[config.mk]
export PLATFORM = sky130hd
export DESIGN_NAME = catc_bus_sequencer_flat
export DESIGN_NICKNAME = d
export VERILOG_FILES = /design/src/rtl/catc_bus_sequencer_if.sv /design/src/rtl/catc_bus_sequencer.sv /design/src/flat_wrapper.sv
export SDC_FILE = /design/constraint.sdc
export NUM_CORES = 1
export LEC_CHECK = 0
export ABC_AREA = 1
export CAP_MARGIN = 20
export CELL_PAD_IN_SITES_DETAIL_PLACEMENT = 1
export CELL_PAD_IN_SITES_GLOBAL_PLACEMENT = 2
export CORE_MARGIN = 3
export CORE_UTILIZATION = 38
export CTS_BUF_LIST = sky130_fd_sc_hd__clkbuf_16
export DETAILED_ROUTE_END_ITERATION = 7
export GPL_TIMING_DRIVEN = 0
export PLACE_DENSITY = 0.88
export REMOVE_ABC_BUFFERS = 1
export SYNTH_ARGS = -nofsm -noshare
export SYNTH_HDL_FRONTEND = slang
export SYNTH_SLANG_ARGS = --single-unit
export TNS_END_PERCENT = 20
[constraint.sdc]
create_clock -name clk -period 7.76 [get_ports clk]
set_clock_uncertainty 0.15 [all_clocks]
set_input_delay 1.164 -clock clk [delete_from_list [all_inputs] [get_ports clk]]
set_output_delay 1.164 -clock clk [all_outputs]
set_load 0.03 [all_outputs]
[src/rtl/catc_bus_sequencer_if.sv]
// Command/bus bundle for catc_bus_sequencer. cmd_par is present only when
// CATC_SEQ_PARITY_EN is defined.
interface catc_bus_sequencer_if;
  logic        cmd_valid;
  logic        cmd_ready;
  logic [2:0]  cmd_op;
  logic [19:0] cmd_a;
  logic [19:0] cmd_b;
`ifdef CATC_SEQ_PARITY_EN
  logic        cmd_par;
`endif
  logic [19:0] bus_addr;
  logic [19:0] bus_data;
  logic        busy;
  logic        done;
  logic [3:0]  err_cnt;

`ifdef CATC_SEQ_PARITY_EN
  modport master (
    output cmd_valid, cmd_op, cmd_a, cmd_b, cmd_par,
    input  cmd_ready, bus_addr, bus_data, busy, done, err_cnt
  );
  modport slave (
    input  cmd_valid, cmd_op, cmd_a, cmd_b, cmd_par,
    output cmd_ready, bus_addr, bus_data, busy, done, err_cnt
  );
`else
  modport master (
    output cmd_valid, cmd_op, cmd_a, cmd_b,
    input  cmd_ready, bus_addr, bus_data, busy, done, err_cnt
  );
  modport slave (
    input  cmd_valid, cmd_op, cmd_a, cmd_b,
    output cmd_ready, bus_addr, bus_data, busy, done, err_cnt
  );
`endif
endinterface

[src/rtl/catc_bus_sequencer.sv]
// Buffers {op,a,b} commands in a 2-deep FIFO and replays each as a 4-cycle
// register-write sequence on the downstream bus. Optional: CATC_SEQ_PARITY_EN.
module catc_bus_sequencer #(
  parameter logic [19:0] PARK_ADDR = 20'h00004
) (
  input logic              clk,
  input logic              rst,
  catc_bus_sequencer_if.slave bus
);

  typedef enum logic [2:0] {S_IDLE, S_WA, S_WB, S_WOP, S_EXEC} state_t;

  state_t      r_state;
  logic [42:0] r_fifo [2];
  logic        r_wr_ptr;
  logic        r_rd_ptr;
  logic [1:0]  r_count;
  logic [22:0] r_work;
  logic [19:0] r_bus_addr;
  logic [19:0] r_bus_data;
  logic        r_done;

  logic        w_ready;
  logic        w_par_ok;
  logic        w_accept;
  logic        w_push;
  logic        w_pop;
  logic [42:0] w_head;

  assign w_ready  = (r_count != 2'd2);
  assign w_accept = bus.cmd_valid & w_ready;
  assign w_push   = w_accept & w_par_ok;
  assign w_pop    = (r_count != 2'd0) && ((r_state == S_IDLE) || (r_state == S_EXEC));
  assign w_head   = r_fifo[r_rd_ptr];

`ifdef CATC_SEQ_PARITY_EN
  logic [3:0] r_err_cnt;

  function automatic logic [3:0] sat_inc4(input logic [3:0] v);
    return (v == 4'hF) ? v : v + 4'd1;
  endfunction

  // Even parity: cmd_par makes the total number of ones over {op,a,b,par} even.
  assign w_par_ok = ((^{bus.cmd_op, bus.cmd_a, bus.cmd_b}) == bus.cmd_par);

  always_ff @(posedge clk or posedge rst) begin
    if (rst)
      r_err_cnt <= 4'd0;
    else if (w_accept && !w_par_ok)
      r_err_cnt <= sat_inc4(r_err_cnt);
  end

  assign bus.err_cnt = r_err_cnt;
`else
  assign w_par_ok    = 1'b1;
  assign bus.err_cnt = 4'd0;
`endif

  always_ff @(posedge clk) begin
    if (w_push)
      r_fifo[r_wr_ptr] <= {bus.cmd_op, bus.cmd_a, bus.cmd_b};
  end

  always_ff @(posedge clk or posedge rst) begin
    if (rst) begin
      r_wr_ptr <= 1'b0;
      r_rd_ptr <= 1'b0;
      r_count  <= 2'd0;
    end else begin
      if (w_push) r_wr_ptr <= ~r_wr_ptr;
      if (w_pop)  r_rd_ptr <= ~r_rd_ptr;
      case ({w_push, w_pop})
        2'b10:   r_count <= r_count + 2'd1;
        2'b01:   r_count <= r_count - 2'd1;
        default: r_count <= r_count;
      endcase
    end
  end

  // Operand a goes straight onto the bus at pop; only {op,b} are kept for later cycles.
  always_ff @(posedge clk) begin
    if (w_pop)
      r_work <= {w_head[42:40], w_head[19:0]};
  end

  // Outputs are registered from the next state, so the bus always shows the
  // current state's write.
  always_ff @(posedge clk or posedge rst) begin
    if (rst) begin
      r_state    <= S_IDLE;
      r_bus_addr <= PARK_ADDR;
      r_bus_data <= 20'd0;
      r_done     <= 1'b0;
    end else begin
      r_done <= (r_state == S_EXEC);
      case (r_state)
        S_IDLE, S_EXEC: begin
          if (w_pop) begin
            r_state    <= S_WA;
            r_bus_addr <= 20'd1;
            r_bus_data <= w_head[39:20];
          end else begin
            r_state    <= S_IDLE;
            r_bus_addr <= PARK_ADDR;
            r_bus_data <= 20'd0;
          end
        end
        S_WA: begin
          r_state    <= S_WB;
          r_bus_addr <= 20'd2;
          r_bus_data <= r_work[19:0];
        end
        S_WB: begin
          r_state    <= S_WOP;
          r_bus_addr <= 20'd0;
          r_bus_data <= {17'd0, r_work[22:20]};
        end
        S_WOP: begin
          r_state    <= S_EXEC;
          r_bus_addr <= 20'd0;
          r_bus_data <= {17'd0, r_work[22:20]};
        end
        default: begin
          r_state    <= S_IDLE;
          r_bus_addr <= PARK_ADDR;
          r_bus_data <= 20'd0;
        end
      endcase
    end
  end

  assign bus.cmd_ready = w_ready;
  assign bus.bus_addr  = r_bus_addr;
  assign bus.bus_data  = r_bus_data;
  assign bus.done      = r_done;
  assign bus.busy      = (r_state != S_IDLE) || (r_count != 2'd0);

endmodule
[src/flat_wrapper.sv]
// flat-port wrapper written by rule: the top's interface ports become plain ports
module catc_bus_sequencer_flat 
#(
  parameter logic [19:0] PARK_ADDR = 20'h00004
)
  (clk, rst, bus_cmd_valid, bus_cmd_op, bus_cmd_a, bus_cmd_b, bus_cmd_ready, bus_bus_addr, bus_bus_data, bus_busy, bus_done, bus_err_cnt);
  catc_bus_sequencer_if bus_i ();
  input logic clk;
  input logic rst;
  input wire logic [$bits(bus_i.cmd_valid)-1:0] bus_cmd_valid;
  input wire logic [$bits(bus_i.cmd_op)-1:0] bus_cmd_op;
  input wire logic [$bits(bus_i.cmd_a)-1:0] bus_cmd_a;
  input wire logic [$bits(bus_i.cmd_b)-1:0] bus_cmd_b;
  output wire logic [$bits(bus_i.cmd_ready)-1:0] bus_cmd_ready;
  output wire logic [$bits(bus_i.bus_addr)-1:0] bus_bus_addr;
  output wire logic [$bits(bus_i.bus_data)-1:0] bus_bus_data;
  output wire logic [$bits(bus_i.busy)-1:0] bus_busy;
  output wire logic [$bits(bus_i.done)-1:0] bus_done;
  output wire logic [$bits(bus_i.err_cnt)-1:0] bus_err_cnt;
  assign bus_i.cmd_valid = bus_cmd_valid;
  assign bus_i.cmd_op = bus_cmd_op;
  assign bus_i.cmd_a = bus_cmd_a;
  assign bus_i.cmd_b = bus_cmd_b;
  assign bus_cmd_ready = bus_i.cmd_ready;
  assign bus_bus_addr = bus_i.bus_addr;
  assign bus_bus_data = bus_i.bus_data;
  assign bus_busy = bus_i.busy;
  assign bus_done = bus_i.done;
  assign bus_err_cnt = bus_i.err_cnt;
  catc_bus_sequencer #(.PARK_ADDR(PARK_ADDR)) u_core (.clk(clk), .rst(rst), .bus(bus_i));
endmodule
After elaboration in Yosys (flattened, before gate mapping)
Memory sizes are Yosys's and may differ from the RTL's.
Index checks and enable logic that the tools add are counted.
Storage, ports and cells
  flip-flop bits (word level): 54
  latch bits: 0
  RAM bits: 86
  bits in read-only memories: 0
  input bits: 46
  output and inout bits: 47
  word-level logic and storage cells: 39
  memories: 1
Operators by class
  add/subtract/negate cells: 2
  multiply operators: 0
  div/mod/pow operators: 0
  $lt $le $gt $ge: 0
  equality and inequality tests: 7
  shift-type cells: 0
  mux-type cells: 9
  bitwise logic cells: 3
  reduce and logical (&&, ||, !) cells: 9
Memory list
  u_core.r_fifo: words 2, bits a word 43, read ports 1, clocked after Yosys merged registers in 0, wr ports 1, line catc_bus_sequencer.sv:14  | logic [42:0] r_fifo [2];
Operator list (count)
  20-bit one-hot mux with 3 select lines: 1
  20-bit 2-to-1 mux: 1
  3-bit one-hot mux with 4 select lines: 1
  3-bit one-hot mux with 3 select lines: 1
  3-bit by 2-bit == test with 1-bit output, second input constant: 2
  2-bit one-hot mux with 2 select lines: 1
  2-bit nonzero test: 2
  2-bit OR reduction: 2
  3-bit by 1-bit == test with 1-bit output, second input constant: 1
  3-bit == test, second input constant: 1
  3-bit zero test: 1
  1-bit 2-to-1 mux: 3
  3-bit 2-to-1 mux: 1
  3-bit nonzero test: 1
  2-bit by 1-bit adder with 2-bit output, second input constant: 1
  2-bit by 1-bit == test with 1-bit output, second input constant: 1
  2-bit == test, second input constant: 1
  1-bit logical OR: 2
  2-bit inequality test, second input constant: 1
  1-bit NOT: 2
  2-bit by 1-bit subtractor with 2-bit output, second input constant: 1
  1-bit AND: 1
  1-bit logical AND: 1

Logic depth before layout (Yosys ltp)
  depth after elaboration: 5
  depth in mapped cells: 9
  mapped depth without buffers: 9

Worst setup path before layout
Ideal clock, no wire load.
  kind: input-to-reg
  start point: input port bus_cmd_valid
  end point: memory u_core.r_fifo[1][0] (enable)
  library setup time: 0.445 ns
  arrival time: 3.102 ns
  data required time: 7.165 ns
  slack: 4.063 ns
  cell stages on the path: 2
  buffers on the path: 0
  cell sequence: nand2_1 nor2_1
Between the ends
  cells in the longest elaborated chain, start to end: 3
Ends and longest elaborated chain
  start, declared: line flat_wrapper.sv:10  | input wire logic [$bits(bus_i.cmd_valid)-1:0] bus_cmd_valid;
  1-bit AND: line catc_bus_sequencer.sv:31  | assign w_accept = bus.cmd_valid & w_ready;
  1-bit 2-to-1 mux: line catc_bus_sequencer.sv:60  | if (w_push)
  1-bit 2-to-1 mux (not written as such): line catc_bus_sequencer.sv:61  | r_fifo[r_wr_ptr] <= {bus.cmd_op, bus.cmd_a, bus.cmd_b};
  end, declared: line catc_bus_sequencer.sv:14
Every way passes these cells.

Worst setup path in the final report
  start point: register u_core.r_count[0]
  end point: output port bus_busy
Between the ends
  cells in the longest elaborated chain, start to end: 2
Ends and longest elaborated chain
  start, declared: line catc_bus_sequencer.sv:17  | logic [1:0] r_count;
  start signal, assigned: line catc_bus_sequencer.sv:73  | 2'b10: r_count <= r_count + 2'd1;
  start signal, assigned: line catc_bus_sequencer.sv:74  | 2'b01: r_count <= r_count - 2'd1;
  start signal, assigned: line catc_bus_sequencer.sv:75  | default: r_count <= r_count;
  2-bit nonzero test: line catc_bus_sequencer.sv:136  | assign bus.busy = (r_state != S_IDLE) || (r_count != 2'd0);
  1-bit logical OR: line catc_bus_sequencer.sv:136
  end, declared: line flat_wrapper.sv:17  | output wire logic [$bits(bus_i.busy)-1:0] bus_busy;
Every way passes these cells.

==> results.py <==
metrics = {
    "hold_path": {
        "whs_path_depth": 2,
        "min-delay-start": "u_core.r_work[18]",
        "hp-class": "flip-flop to flip-flop",
        "hold_path_end": "u_core.bus.bus_data[18]",
    },
    "setup_path": {
        "reg2regPathDepth": 5,
        "r2r_start": "u_core.r_rd_ptr",
        "slowest_stage": "clkdlybuf4s50_1",
        "path_class": "flip-flop to output pin",
        "crit_path_end_kind": "output pin",
        "arrival_ps": 1880,
        "path_max_fanout": 4,
        "timing.rr.end": "u_core.bus.bus_data[2]",
        "cp-start-kind": "flip-flop",
        "worst_path_largest_cell_delay_ps": 620,
        "reg2reg_slack_ps": 5520,
        "required_ps": 6450,
        "path_cells": "nor2_1, nand4_1, clkdlybuf4s50_1",
        "cpLargestDelayFamily": "buffers and inverters",
        "path_buf_inv": 1,
    },
    "floorplan": {
        "dieWidth_um": 123,
        "start_util": 0.391,
        "core_area_mm2": 0.0133,
        "die_h_um": 123,
        "placementRows": 42,
        "ios": 93,
        "dieArea_mm2": 0.0152,
    },
    "final_layout": {
        "fillerInstances": 1405,
        "areaGrowthSynthToFinish_pct": 27.7,
        "regArea_mm2": 0.00405,
        "nNetsFinal": 536,
        "layout-drive-gt1-share": 0.0817,
        "diodes": 0,
        "multiInputGateArea_um2": 986,
    },
    "synthesis": {
        "synth_most_common_cell": "nand2_1",
        "synth_top_area_frac": 0.628,
        "synth_seq_cells": 140,
        "avgSynthCellArea_um2": 12.8,
        "async_flop_share": 0.221,
        "yosysTopAreaCell": "edfxtp_1",
        "syn_inst": 408,
        "ys_top_cells_by_area": "edfxtp_1, dfrtp_1, nand2_1",
        "synthFlopType": "edfxtp_1",
        "synth-edff-count": 109,
        "synthesis.area_mm2": 0.00522,
        "synth_cell_types": 21,
        "yosysWarnings": 0,
        "synth_common_cells": "nand2_1, edfxtp_1, dfrtp_1",
        "ys_seq_area_frac": 0.777,
    },
    "clock_network": {
        "postCtsHoldBufs": 0,
        "ctsResizeCount": 0,
        "cts_buffers": 17,
        "h-tree-depth": 4,
        "clk_pin_slew_ps": 60,
        "clk_path_buf_depth": 2,
        "root_buffer": "clkbuf_16",
        "insertion_delay_ps": 420,
        "cts_tree": "built",
        "cts.sinks": 140,
        "post-cts-setup-buffer-count": 0,
    },
    "power_and_ir_drop": {
        "vdd_drop_max_v": 0.000173,
        "power_density_mw_per_mm2": 408,
        "cellLeakagePower_nw": 2.73,
    },
    "drt": {
        "firstDrtPassIters": 4,
        "vias": 3066,
        "wl_per_cell_um": 15.1,
        "ant_nets": 0,
        "drt_iter0_drc": 113,
        "vias_per_cell": 4.52,
        "drc": 0,
        "wl_um": 10300,
    },
    "timing": {
        "rsz0062_at_grt": "false",
        "tightest_slew_ps": 928,
        "final-hold-violation-count": 0,
        "setup_violations": 0,
        "fmaxAchievable_mhz": 313,
        "setup_tns_ps": 0,
        "fin_crit_sh": 0.412,
        "slew-limit-headroom": 0.379,
        "fin_hold_ws_ps": 292,
        "min_period_ps": 3190,
        "maxSlewViolCount": 0,
    },
    "grt": {
        "gr-total-overflow": 0,
        "grt_pass1_wl_um": 16300,
        "grt_pass1_vias": 3223,
        "grt_max_degree": 46,
        "antenna_found_initial": 0,
        "track_usage": 0.148,
    },
    "status": {
        "status": "finished clean",
    },
    "placed_design": {
        "hpwl_um": 6520,
        "io_buffers": 71,
        "gp_congestion": 0.725,
    },
    "job": {
        "cap_violations": 0,
    },
}
-- per-stage QoR --
step,utilization,power (mW),worst slack [ps],std cells,instance area (um2)
after global routing,0.499,2.89,4460,678,6660
after CTS,0.499,2.77,4520,678,6660
after global placement,0.449,1.93,2410,642,6000
final,0.499,2.72,4570,678,6660
after floorplan,-,1.65,4060,395,5070
after detailed placement,0.457,1.99,4730,646,6100
-- cell families after synthesis --
logic type / after synthesis / share of synthesized area
fa+ha+maj: 1 / 0.00240
simple gates: 218 / 0.165
xor+xnor: 1 / 0.00168
other cells: 1 / 0.000719
flops: 140 / 0.777
buf+inv: 45 / 0.0516
compound gates: 2 / 0.00192
-- layer usage --
layer,routed length [um],global-route usage,vias to the layer above
met1,4180,0.172,1495
met5,0,0,-
met3,573,0.0467,19
met2,5270,0.249,78
li1,-,-,1474
met4,221,0.0747,0
-- registers in the layout, summed over array words and instances, names as in the netlist --
signal	count
u_core.r_state	3
u_core.bus.bus_addr	3
u_core.r_count	2
u_core.r_work	23
u_core.r_rd_ptr	1
u_core.bus.bus_data	20
u_core.r_wr_ptr	1
u_core.r_fifo	86
u_core.bus.done	1
-- area by class of cell --
class / count / area share
multi-input cells: 243 / 0.148
well taps: 176 / 0.0331
clock inverters: 15 / 0.0201
repair buffers: 75 / 0.120
flip-flops and latches: 140 / 0.608
inverters: 12 / 0.00676
clock buffers: 17 / 0.0639
-- power breakdown --
part / total, mW / internal, mW / switching [mW]
clock: 0.762 / 0.465 / 0.298
sequential: 1.20 / 1.09 / 0.109
combinational: 0.752 / 0.251 / 0.501
-- worst reg2reg max path, cell delays in order, from the launching register on --
cell and delay [ps]:
dfrtp_2 940, inv_2 600, nand2_1 180, nand2_1 70
nand2_1 80, nand3_1 100
-- placed cells by master, fill, tap and decap left out, types with 2 or more instances in the layout --
master           count
clkbuf_16           17
clkinv_1             3
conb_1              21
clkinvlp_4           3
clkinv_2             3
nand2_1            197
edfxtp_1           109
nor2_1               5
inv_2                3
inv_1               11
bufinv_16            2
a21oi_1              2
clkdlybuf4s50_1     71
buf_12               3
clkinv_4             2
nand4_1              5
nand3_1              5
dfrtp_1             29
nor2_4               3
-- how the worst max path moves through the flow --
stage	from	to	slack [ps]	depth (start not counted)
2_1_floorplan	bus_cmd_valid	u_core.r_fifo[1][0]	4060	2
3_3_place_gp	bus_cmd_valid	u_core.r_fifo[1][9]	2410	3
3_5_place_dp	bus_cmd_valid	u_core.r_fifo[1][9]	4730	4
4_1_cts	u_core.r_count[0]	bus_busy	4520	3
5_1_grt	u_core.r_count[0]	bus_busy	4460	3
6_report	u_core.r_count[0]	bus_busy	4570	3
Power figures use the tool's default switching activity.
==> RTL change (config.mk and constraints unchanged) <==
The 5 states of `state_t` get a one-hot encoding in 5 bits.
--- a/src/rtl/catc_bus_sequencer.sv
+++ b/src/rtl/catc_bus_sequencer.sv
@@ -9,5 +9,5 @@
 );
 
-  typedef enum logic [2:0] {S_IDLE, S_WA, S_WB, S_WOP, S_EXEC} state_t;
+  typedef enum logic [4:0] {S_IDLE = 5'b00001, S_WA = 5'b00010, S_WB = 5'b00100, S_WOP = 5'b01000, S_EXEC = 5'b10000} state_t;
 
   state_t      r_state;
Function: no difference found for any inputs over 10 cycles, from zero or initial values and one cycle with rst high; not proved beyond that.
==> RTL change against the unedited design <==
  * Sequential cell count rose by 1
  * Power rose by 2.0%
  * Combinational power barely moved
  * Highest routed layer unchanged
  * Final area rose by 1.9%
  * Setup slack improved by 0.025 ns
  * Largest power group unchanged
  * Area after synthesis rose by 3.6%
  * Routed wire length rose by 9.7%
  * Count of clock-buffer cells in the layout rose by 5
==> RTL change: results (changes against the unedited design) <==
| Metric | Value |
|---|---|
| Fillers | `1383 (-1.6%)` |
| DP Area | `6190 µm² (+1.4%)` |
| Worst rel slew slack | `0.296 (-0.0829)` |
| Nets | `546 (+1.9%)` |
| Routability cong. | `0.798 (+9.9%)` |
| CP Max Fanout | `2 (-2)` |
| Drt first pass iters | `4 (unchanged)` |
| Vias in the first global route | `3576 (+11%)` |
| FFs w/ async S/R, synth | `0.227 (+0.00552)` |
| Synth Area in Compound Gates | `0.00463 (+0.00271)` |
| # diodes | `0 (unchanged)` |
| Seq/Total Area, Yosys | `0.754 (-0.0225)` |
| Synth Area in Adders | `0.00231 (-0.0000844)` |
| Share of cells above drive strength 1 | `0.107 (+0.0257)` |
| Commonest cells post-synth | `177 x nand2_1, 109 x edfxtp_1, 30 x dfrtp_1` |
| CP Data Arrival Time | `1.86 ns (-0.02 ns)` |
| CP max stage delay | `0.61 ns` |
| IR drop worst, VDD | `0.161 mV (-7.0%)` |
| Drt total wl | `11.3 mm (+9.7%)` |
| Placement Setup Slack | `4.52 ns (-0.210 ns)` |
| Status | `finished, final reports clean` |
| Synth Area in XOR/XNOR | `0.00324 (+0.00156)` |
| WHS Path Cells | `2 (unchanged)` |
| Leakage | `2.84 nW (+3.8%)` |
| Synth unique cells | `25 (+19%)` |
| GRT Util Overall | `0.154 (+0.00594)` |
| Via count | `3228 (+5.3%)` |
| Drt initial violations | `163 (+44%)` |
| First-pass GRT wire length | `18.4 mm (+13%)` |
| Post-route insts no fill | `688 (+1.5%)` |
| DP Cell Count | `656 (+1.5%)` |
| Synth Area per Inst | `12.7 µm² (-0.26%)` |
RTL change: cell count changes in the layout (fill, tap and decap cells not counted), moves of 4 or more:
cell / before / now
clkbuf_16: 17 / 22
inv_1: 11 / 15
nand2_1: 197 / 177
nand3_1: 5 / 19
nand3_2: 0 / 8
RTL change: area by class of cell:
class                      count  area [µm²]  share of cell area
clock buffer                  22         551              0.0811
multi-input combinational    248        1070               0.158
tap                          176         220              0.0324
timing repair buffer          73         751               0.111
inverter                      18        67.6             0.00995
sequential                   141        4080               0.601
clock inverter                10        50.0             0.00737
RTL change: worst paths after layout:
check | startpoint | end | slack (ns)
max in group asynchronous | rst | u_core.r_rd_ptr | 5.87
min | u_core.r_work[17] | u_core.bus.bus_data[17] | 0.30
max reg2reg | u_core.r_state[0] | u_core.r_work[19] | 5.15
min in group asynchronous | rst | u_core.bus.done | 1.06
max | u_core.r_state[0] | bus_busy | 4.59
min reg2reg | u_core.r_work[17] | u_core.bus.bus_data[17] | 0.30
RTL change: power by group:
| group | total (W) | leakage (nW) | switching (W) | internal, W |
|---|---|---|---|---|
| clock | 0.000800 | 0.313 | 0.000301 | 0.000499 |
| combinational | 0.000754 | 1.10 | 0.000521 | 0.000233 |
| sequential | 0.00122 | 1.43 | 0.000110 | 0.00111 |
| total | 0.00277 | 2.84 | 0.000932 | 0.00184 |
RTL change: per-layer routing:
layer / wire, µm / global-route usage
met1: 4520 / 0.169
met2: 6060 / 0.278
met3: 483 / 0.0367
met4: 186 / 0.0797
met5: 0 / 0
RTL change: worst min-delay path, cell delays in order, from the launching register on:
cell and delay, ns:
edfxtp_1 0.32, nand2_1 0.05, nand2_1 0.05
